===== src/rtl/shift_register_pkg.sv =====
// Shared mode encodings for the universal shift register family.
package shift_register_pkg;

  localparam int unsigned MODE_W = 3;

  localparam logic [MODE_W-1:0] MODE_HOLD  = 3'd0;
  localparam logic [MODE_W-1:0] MODE_SHR   = 3'd1;
  localparam logic [MODE_W-1:0] MODE_SHL   = 3'd2;
  localparam logic [MODE_W-1:0] MODE_LOAD  = 3'd3;
  localparam logic [MODE_W-1:0] MODE_ROTR  = 3'd4;
  localparam logic [MODE_W-1:0] MODE_ROTL  = 3'd5;
  localparam logic [MODE_W-1:0] MODE_CLEAR = 3'd6;

  // True for the modes that bring a new word into the register.
  function automatic logic is_shift(input logic [MODE_W-1:0] mode);
    return (mode == MODE_SHR) || (mode == MODE_SHL);
  endfunction

endpackage


===== src/rtl/shift_fill_counter.sv =====
// Saturating fill counter, 0..MAX; clr beats set_max beats inc.
module shift_fill_counter #(
  parameter  int unsigned MAX   = 4,
  localparam int unsigned CNT_W = $clog2(MAX + 1)
) (
  input  logic             Clk,
  input  logic             Rst_n,
  input  logic             inc,
  input  logic             set_max,
  input  logic             clr,
  output logic [CNT_W-1:0] count,
  output logic             full
);

  localparam logic [CNT_W-1:0] MAX_C = CNT_W'(MAX);

  always_ff @(posedge Clk) begin
    if (!Rst_n) begin
      count <= '0;
    end else if (clr) begin
      count <= '0;
    end else if (set_max) begin
      count <= MAX_C;
    end else if (inc && (count != MAX_C)) begin
      count <= count + 1'b1;
    end
  end

  assign full = (count == MAX_C);

endmodule


===== src/rtl/shift_register_universal.sv =====
// DEPTH x WIDTH universal shift register: hold, shift, rotate, load, clear,
// with an advisory fill count.
module shift_register_universal #(
  parameter  int unsigned WIDTH  = 1,
  parameter  int unsigned DEPTH  = 4,
  parameter  int unsigned MODE_W = 3,
  localparam int unsigned CNT_W  = $clog2(DEPTH + 1)
) (
  input  logic                   Clk,
  input  logic                   Rst_n,
  input  logic                   En,
  input  logic [MODE_W-1:0]      Mode,
  input  logic [WIDTH-1:0]       In,
  input  logic [WIDTH*DEPTH-1:0] Pin,
  output logic [WIDTH-1:0]       Out_R,
  output logic [WIDTH-1:0]       Out_L,
  output logic [WIDTH*DEPTH-1:0] Pout,
  output logic [CNT_W-1:0]       Count,
  output logic                   Full
);

  import shift_register_pkg::*;

  logic [DEPTH-1:0][WIDTH-1:0] q;
  logic [DEPTH-1:0][WIDTH-1:0] q_next;
  logic [DEPTH-1:0][WIDTH-1:0] pin_words;

  assign pin_words = Pin;

  for (genvar i = 0; i < DEPTH; i++) begin : g_stage
    logic [WIDTH-1:0] lo_shift, lo_rot, hi_shift, hi_rot, nxt;

    // End stages take either the serial input or the wrapped word.
    if (i == 0) begin : g_lo_end
      assign lo_shift = In;
      assign lo_rot   = q[DEPTH-1];
    end else begin : g_lo_mid
      assign lo_shift = q[i-1];
      assign lo_rot   = q[i-1];
    end

    if (i == DEPTH - 1) begin : g_hi_end
      assign hi_shift = In;
      assign hi_rot   = q[0];
    end else begin : g_hi_mid
      assign hi_shift = q[i+1];
      assign hi_rot   = q[i+1];
    end

    always_comb begin
      nxt = q[i];
      case (Mode)
        MODE_SHR:   nxt = lo_shift;
        MODE_SHL:   nxt = hi_shift;
        MODE_LOAD:  nxt = pin_words[i];
        MODE_ROTR:  nxt = lo_rot;
        MODE_ROTL:  nxt = hi_rot;
        MODE_CLEAR: nxt = '0;
        default:    nxt = q[i];
      endcase
    end

    assign q_next[i] = nxt;
  end

  always_ff @(posedge Clk) begin
    if (!Rst_n) begin
      q <= '0;
    end else if (En) begin
      q <= q_next;
    end
  end

  shift_fill_counter #(
    .MAX (DEPTH)
  ) u_fill (
    .Clk     (Clk),
    .Rst_n   (Rst_n),
    .inc     (En && is_shift(Mode)),
    .set_max (En && (Mode == MODE_LOAD)),
    .clr     (En && (Mode == MODE_CLEAR)),
    .count   (Count),
    .full    (Full)
  );

  assign Out_R = q[DEPTH-1];
  assign Out_L = q[0];
  assign Pout  = q;

endmodule

===== config.mk =====
export PLATFORM = sky130hd
export DESIGN_NAME = shift_register_universal
export DESIGN_NICKNAME = d
export VERILOG_FILES = /design/src/rtl/shift_register_pkg.sv /design/src/rtl/shift_fill_counter.sv /design/src/rtl/shift_register_universal.sv
export SDC_FILE = /design/constraint.sdc
export NUM_CORES = 1
export LEC_CHECK = 0
export ABC_AREA = 1
export CAP_MARGIN = 40
export CORE_UTILIZATION = 25
export DETAILED_ROUTE_END_ITERATION = 16
export GPL_ROUTABILITY_DRIVEN = 0
export GPL_TIMING_DRIVEN = 1
export PLACE_DENSITY = 0.47
export SLEW_MARGIN = 20
export SYNTH_ARGS = -nofsm -noshare
export SYNTH_HDL_FRONTEND = slang
export SYNTH_HIERARCHICAL = 1
export SYNTH_SLANG_ARGS = --single-unit

===== constraint.sdc =====
create_clock -name Clk -period 1.1 [get_ports Clk]
set_input_delay 0.22 -clock Clk [delete_from_list [all_inputs] [get_ports Clk]]
set_output_delay 0.22 -clock Clk [all_outputs]
set_load 0.005 [all_outputs]

==> results of run 1 <==
[state kept, by name (all words and copies together) (netlist names)]
signal	count
u_fill/count	3
g_stage.hi_rot	2
Out_R	1
Out_L	1
[stage by stage]
stage / instances / instance area (µm²) / worst slack [ns]
finish: 175 / 1090 / -0.0911
global route: 175 / 1090 / -0.140
CTS: 175 / 1040 / -0.191
detailed placement: 168 / 958 / -0.581
global placement: 168 / 958 / -0.607
floorplan: 111 / 679 / 0.0144
[final timing paths]
| kind | start | to | slack (ns) | cells past startpoint |
|---|---|---|---|---|
| max | u_fill/count[0] | Full | -0.09 | 5 |
| min | Out_R | Out_R | 0.49 | 2 |
| max reg2reg | u_fill/count[0] | u_fill/count[0] | 0.06 | 8 |
| min reg2reg | Out_R | Out_R | 0.49 | 2 |
[area by class of cell]
cell class / count / area (µm²) / share of cell area [%]
multi-input cells: 78 / 490 / 45.0
repair buffers: 37 / 305 / 28.0
flip-flops and latches: 7 / 148 / 13.5
inverters: 19 / 83.8 / 7.68
well taps: 30 / 37.5 / 3.44
clock buffers: 4 / 26.3 / 2.41
[power by group through the flow]
stage,combinational (mW),clock (mW),sequential [mW]
6_report,0.334,0.236,0.281
5_1_grt,0.366,0.274,0.283
4_1_cts,0.302,0.240,0.282
3_5_place_dp,0.290,0,0.285
3_3_place_gp,0.292,0,0.285
2_1_floorplan,0.174,0,0.286
[cells in the final DEF (no fill, tap or decap), types with 2 or more instances in the layout]
master	netlist	layout
nand3_2	2	2
nand3_1	9	8
a21oi_1	5	3
a21oi_2	1	2
inv_1	16	11
clkdlybuf4s50_1	0	6
inv_2	0	5
buf_4	4	14
nor2_2	2	2
nor2_4	0	2
buf_6	3	4
clkbuf_2	0	2
dlygate4sd2_1	0	8
nor2_1	12	10
o22ai_1	2	2
buf_2	0	3
clkbuf_4	0	3
dfxtp_2	0	6
nand2_2	9	8
inv_4	3	2
nand2_4	0	4
nand2_1	28	25
[layer usage]
layer,vias up,part of all wire [%],global-route usage (%)
met5,-,0,0
met4,0,0,1.32
met3,0,4.6,4.24
met2,15,52,24.3
met1,337,44,14.3
li1,406,-,-
[critical path: stages, from the launching register on]
cell,delay [ns]
dfxtp_2,0.33
inv_2,0.05
ha_4,0.15
nand2_2,0.06
inv_2,0.03
buf_6,0.10
[logic make-up after synthesis]
| family | count (synthesis) | share of synthesized area [%] |
|---|---|---|
| buf+inv | 26 | 21.2 |
| flops | 7 | 20.8 |
| fa+ha+maj | 2 | 3.71 |
| compound gates | 13 | 11.3 |
| simple gates | 63 | 43.0 |
[what timing repair did]
action,in CTS,in global routing
gates cloned,1,0
setup endpoints to repair,17,10
buffers inserted,2,1
gates resized for setup,45,25
pin swaps,5,13
==> flow_summary.ini, run 1 <==
[run_status]
status = finished with violations
violations = setup timing

[cts]
cts_hold_repair.buffers = 0
clk_latency_ns = 0.25
cts_made_buffers = 3
htreeDepth = 1
clock_sinks = 7
clockBufferDepth = 2
cts_tree = yes
root_buffer = clkbuf_4
clk_pin_slew_worst_paths_ns = 0.05

[logic_synthesis]
synth_edf_count = 0
synth-main-ff-cell = dfxtp_1
syn_area_um2 = 674
syn_avg_cell_area_um2 = 6.08
ys_types = 20
ys_seq_elements = 7
synthCells = 111
async_flop_share_pct = 0
synth_nets = 124
synthTopCellsByArea = dfxtp_1 21%, nand2_1 16%, inv_1 8.9%
yosys_warnings = 6
post-synth-top-count-cell = nand2_1
synth_top_area_share_pct = 20.8
synth_commonest_cells = 28 x nand2_1, 16 x inv_1, 12 x nor2_1, 9 x nand2_2, 9 x nand3_1
yosys.area.top_type = dfxtp_1
seq_area_frac_synth_pct = 20.8

[critical_path]
crit_path_max_fanout = 2
worstPathRequired_ns = 0.88
crit_type = flop to output port
critPathLaunchType = flop
cp-end-kind = output port
cp.arrival_ns = 0.97

[global_route]
grt_pass1_wl_mm = 2.73
grt_pass1_vias = 700
antenna_found_initial = 0
grt_max_degree = 9
grt-ovfl-total = 0
track_usage_pct = 12.9

[pwr]
power_mw = 0.851
seqPwrFrac_pct = 33.1
ir_drop_mv = 0.738
switching_share_pct = 33.2
p_sw_mw = 0.283
p_int_mw = 0.568
p_leak_nw = 0.534
power_density_mw_per_mm2 = 780
clkPwrFrac_pct = 27.7
pwr-share-comb_pct = 39.2

[detailed_routing]
num_vias = 758
ant_nets = 0
drt-initial-drc-count = 8
dr.pass1.iters = 4
via_per_inst = 4.33
wl_per_cell_um = 9.86
drc = 0
wl_mm = 1.73

[cells_and_area]
final_nets = 159
syn2layout_area_growth_pct = 61.8
drive_gt1_share_pct = 44.8
diodes = 0
finalCoreUtilization_pct = 43.3
nFillCells = 282

[min_path]
hold_class = flop to flop

[timing]
final.min_clock_period_ns = 1.19
setup-violations-final = 1
fmax_mhz = 840
rsz0062_at_grt = true
whs_ns = 0.487
fin_skew_ns = 0.00177
worst_slack_ns = -0.0911
max_slew_margin_pct = 82.4
worst_slew_pin_slew_ns = 0.263
finalHoldViolCount = 0
finalCritPeriodShare_pct = 108
finalMaxSlewViolations = 0
setup_tns_ns = -0.0911

[die]
num_io_pins = 21
chipHeight_um = 53.9
core_area_mm2 = 0.00252
std_cell_rows = 18
die_width_um = 53.9
dieArea_mm2 = 0.00291
initial_core_util_pct = 26.7

[placed_design]
dpl.hpwl_mm = 1.27
portBuffers = 20

[flow_run]
maxCapViolations = 0
No activity file was read; power rests on OpenSTA's default activity.
==> run 2: changes to the inputs <==
==> constraint.sdc (replaced) <==
create_clock -name Clk -period 1.1 [get_ports Clk]
set_input_delay 0.11 -clock Clk [delete_from_list [all_inputs] [get_ports Clk]]
set_output_delay 0.11 -clock Clk [all_outputs]
set_load 0.005 [all_outputs]
==> flow_summary.ini, run 2 (synthesized netlist as in run 1, its figures left out) <==
[run_status]
status = finished clean

[cts]
clockBufferDepth = 2
root_buffer = clkbuf_4
clock_sinks = 7
clk_latency_ns = 0.26
cts_made_buffers = 3
cts_tree = yes
htreeDepth = 1
clk_pin_slew_worst_paths_ns = 0.06

[critical_path]
worstPathRequired_ns = 0.99
cp-end-kind = output port
slowest_stage = dfxtp_2
crit_path_max_fanout = 2
critPathMostFrequentCell = inv_2
path_cells = inv_2, ha_4, nand2_4, inv_2, buf_6
cp.arrival_ns = 0.99
cp.buffers_inverters = 3
slowest_delay_ns = 0.33
critPathLaunchType = flop
critPathTopFamily = flip-flops
crit_type = flop to output port

[global_route]
track_usage_pct = 13.2
grt_pass1_wl_mm = 2.78
grt_pass1_vias = 671
grt-ovfl-total = 0
antenna_found_initial = 0
grt_max_degree = 9

[timing]
finalMaxSlewViolations = 0
fin_skew_ns = 0.00574
max_slew_margin_pct = 87.6
worst_slew_pin_slew_ns = 0.185
rsz0062_at_grt = true
worst_slack_ns = 0.000306
finalCritPeriodShare_pct = 100
finalHoldViolCount = 0
setup-violations-final = 0
fmax_mhz = 909
whs_ns = 0.315
final.min_clock_period_ns = 1.10

[cells_and_area]
nFillCells = 273
final_nets = 159
largest-register = u_fill/count
drive_gt1_share_pct = 37.2
finalCoreUtilization_pct = 42.4
final_common_cell = nand2_1
diodes = 0
syn2layout_area_growth_pct = 58.6
largest_reg_flops = 3
seq_area_um2 = 148
layout_common_cells = 28 x nand2_1, 16 x buf_4, 12 x inv_1, 12 x nor2_1
finalNonFillerCells = 175
multi_input_area_um2 = 455

[detailed_routing]
via_per_inst = 4.38
wl_mm = 1.67
drt-initial-drc-count = 10
wl_per_cell_um = 9.53
num_vias = 766
drc = 0
ant_nets = 0
dr.pass1.iters = 7

[die]
chipHeight_um = 53.9
std_cell_rows = 18
dieArea_mm2 = 0.00291
num_io_pins = 21
initial_core_util_pct = 26.7
core_area_mm2 = 0.00252
die_width_um = 53.9

[pwr]
power_density_mw_per_mm2 = 783
power_mw = 0.838
p_leak_nw = 0.525
ir_drop_mv = 0.647

[placed_design]
placedCellCount = 170
preCtsSetupSlack_ns = -0.571
portBuffers = 20
dpl.hpwl_mm = 1.27

[flow_run]
maxCapViolations = 0

[min_path]
hold_class = primary input to flop
-- run 2: stage by stage --
stage                     instance area, µm²   TNS, ns
final                                   1070         0
after global routing                    1070   -0.0525
after CTS                               1050  -0.00930
after detailed placement                 968     -3.86
after global placement                   968     -3.90
after floorplan                          674         0
-- run 2: tightest hold or removal path: stages --
cell and delay (ns):
dlymetal6s2s_1 0.12, buf_4 0.13, nand2_2 0.06, nand2_1 0.06, a21oi_1 0.06
-- run 2: metal layers --
| metal | vias to the layer above | share of wire [%] | global-route usage [%] |
|---|---|---|---|
| li1 | 409 | - | - |
| met1 | 334 | 46 | 16.6 |
| met2 | 20 | 48 | 21.8 |
| met3 | 3 | 5.1 | 4.24 |
| met5 | - | 0 | 0 |
| met4 | 0 | 0.90 | 3.07 |
-- run 2: worst paths after layout --
path | slack (ns) | cells after the start | endpoint | start
min | 0.31 | 5 | Out_R | En
max | 0.0003 | 5 | Full | u_fill/count[0]
min reg2reg | 0.49 | 2 | Out_R | Out_R
max reg2reg | 0.06 | 8 | u_fill/count[1] | u_fill/count[0]
-- run 2: timing repair --
item | in CTS | in global routing
gates cloned | 0 | 0
pin swaps | 5 | 3
hold buffers | 0 | 0
endpoints found under the setup margin | 17 | 8
endpoints found under the hold margin | 0 | 0
resized for setup | 36 | 12
buffers inserted | 1 | 0
-- run 2: power breakdown --
part	total [mW]	internal, mW	switching (mW)	leakage [nW]
logic	0.307	0.149	0.158	0.450
clock network	0.249	0.139	0.110	0.0150
registers	0.281	0.272	0.00955	0.0598
-- run 2: layout make-up --
class / instances / share of cell area (%)
inverters: 19 / 7.60
flip-flops and latches: 7 / 13.8
repair buffers: 37 / 30.1
well taps: 30 / 3.51
clock buffers: 4 / 2.46
multi-input cells: 78 / 42.6
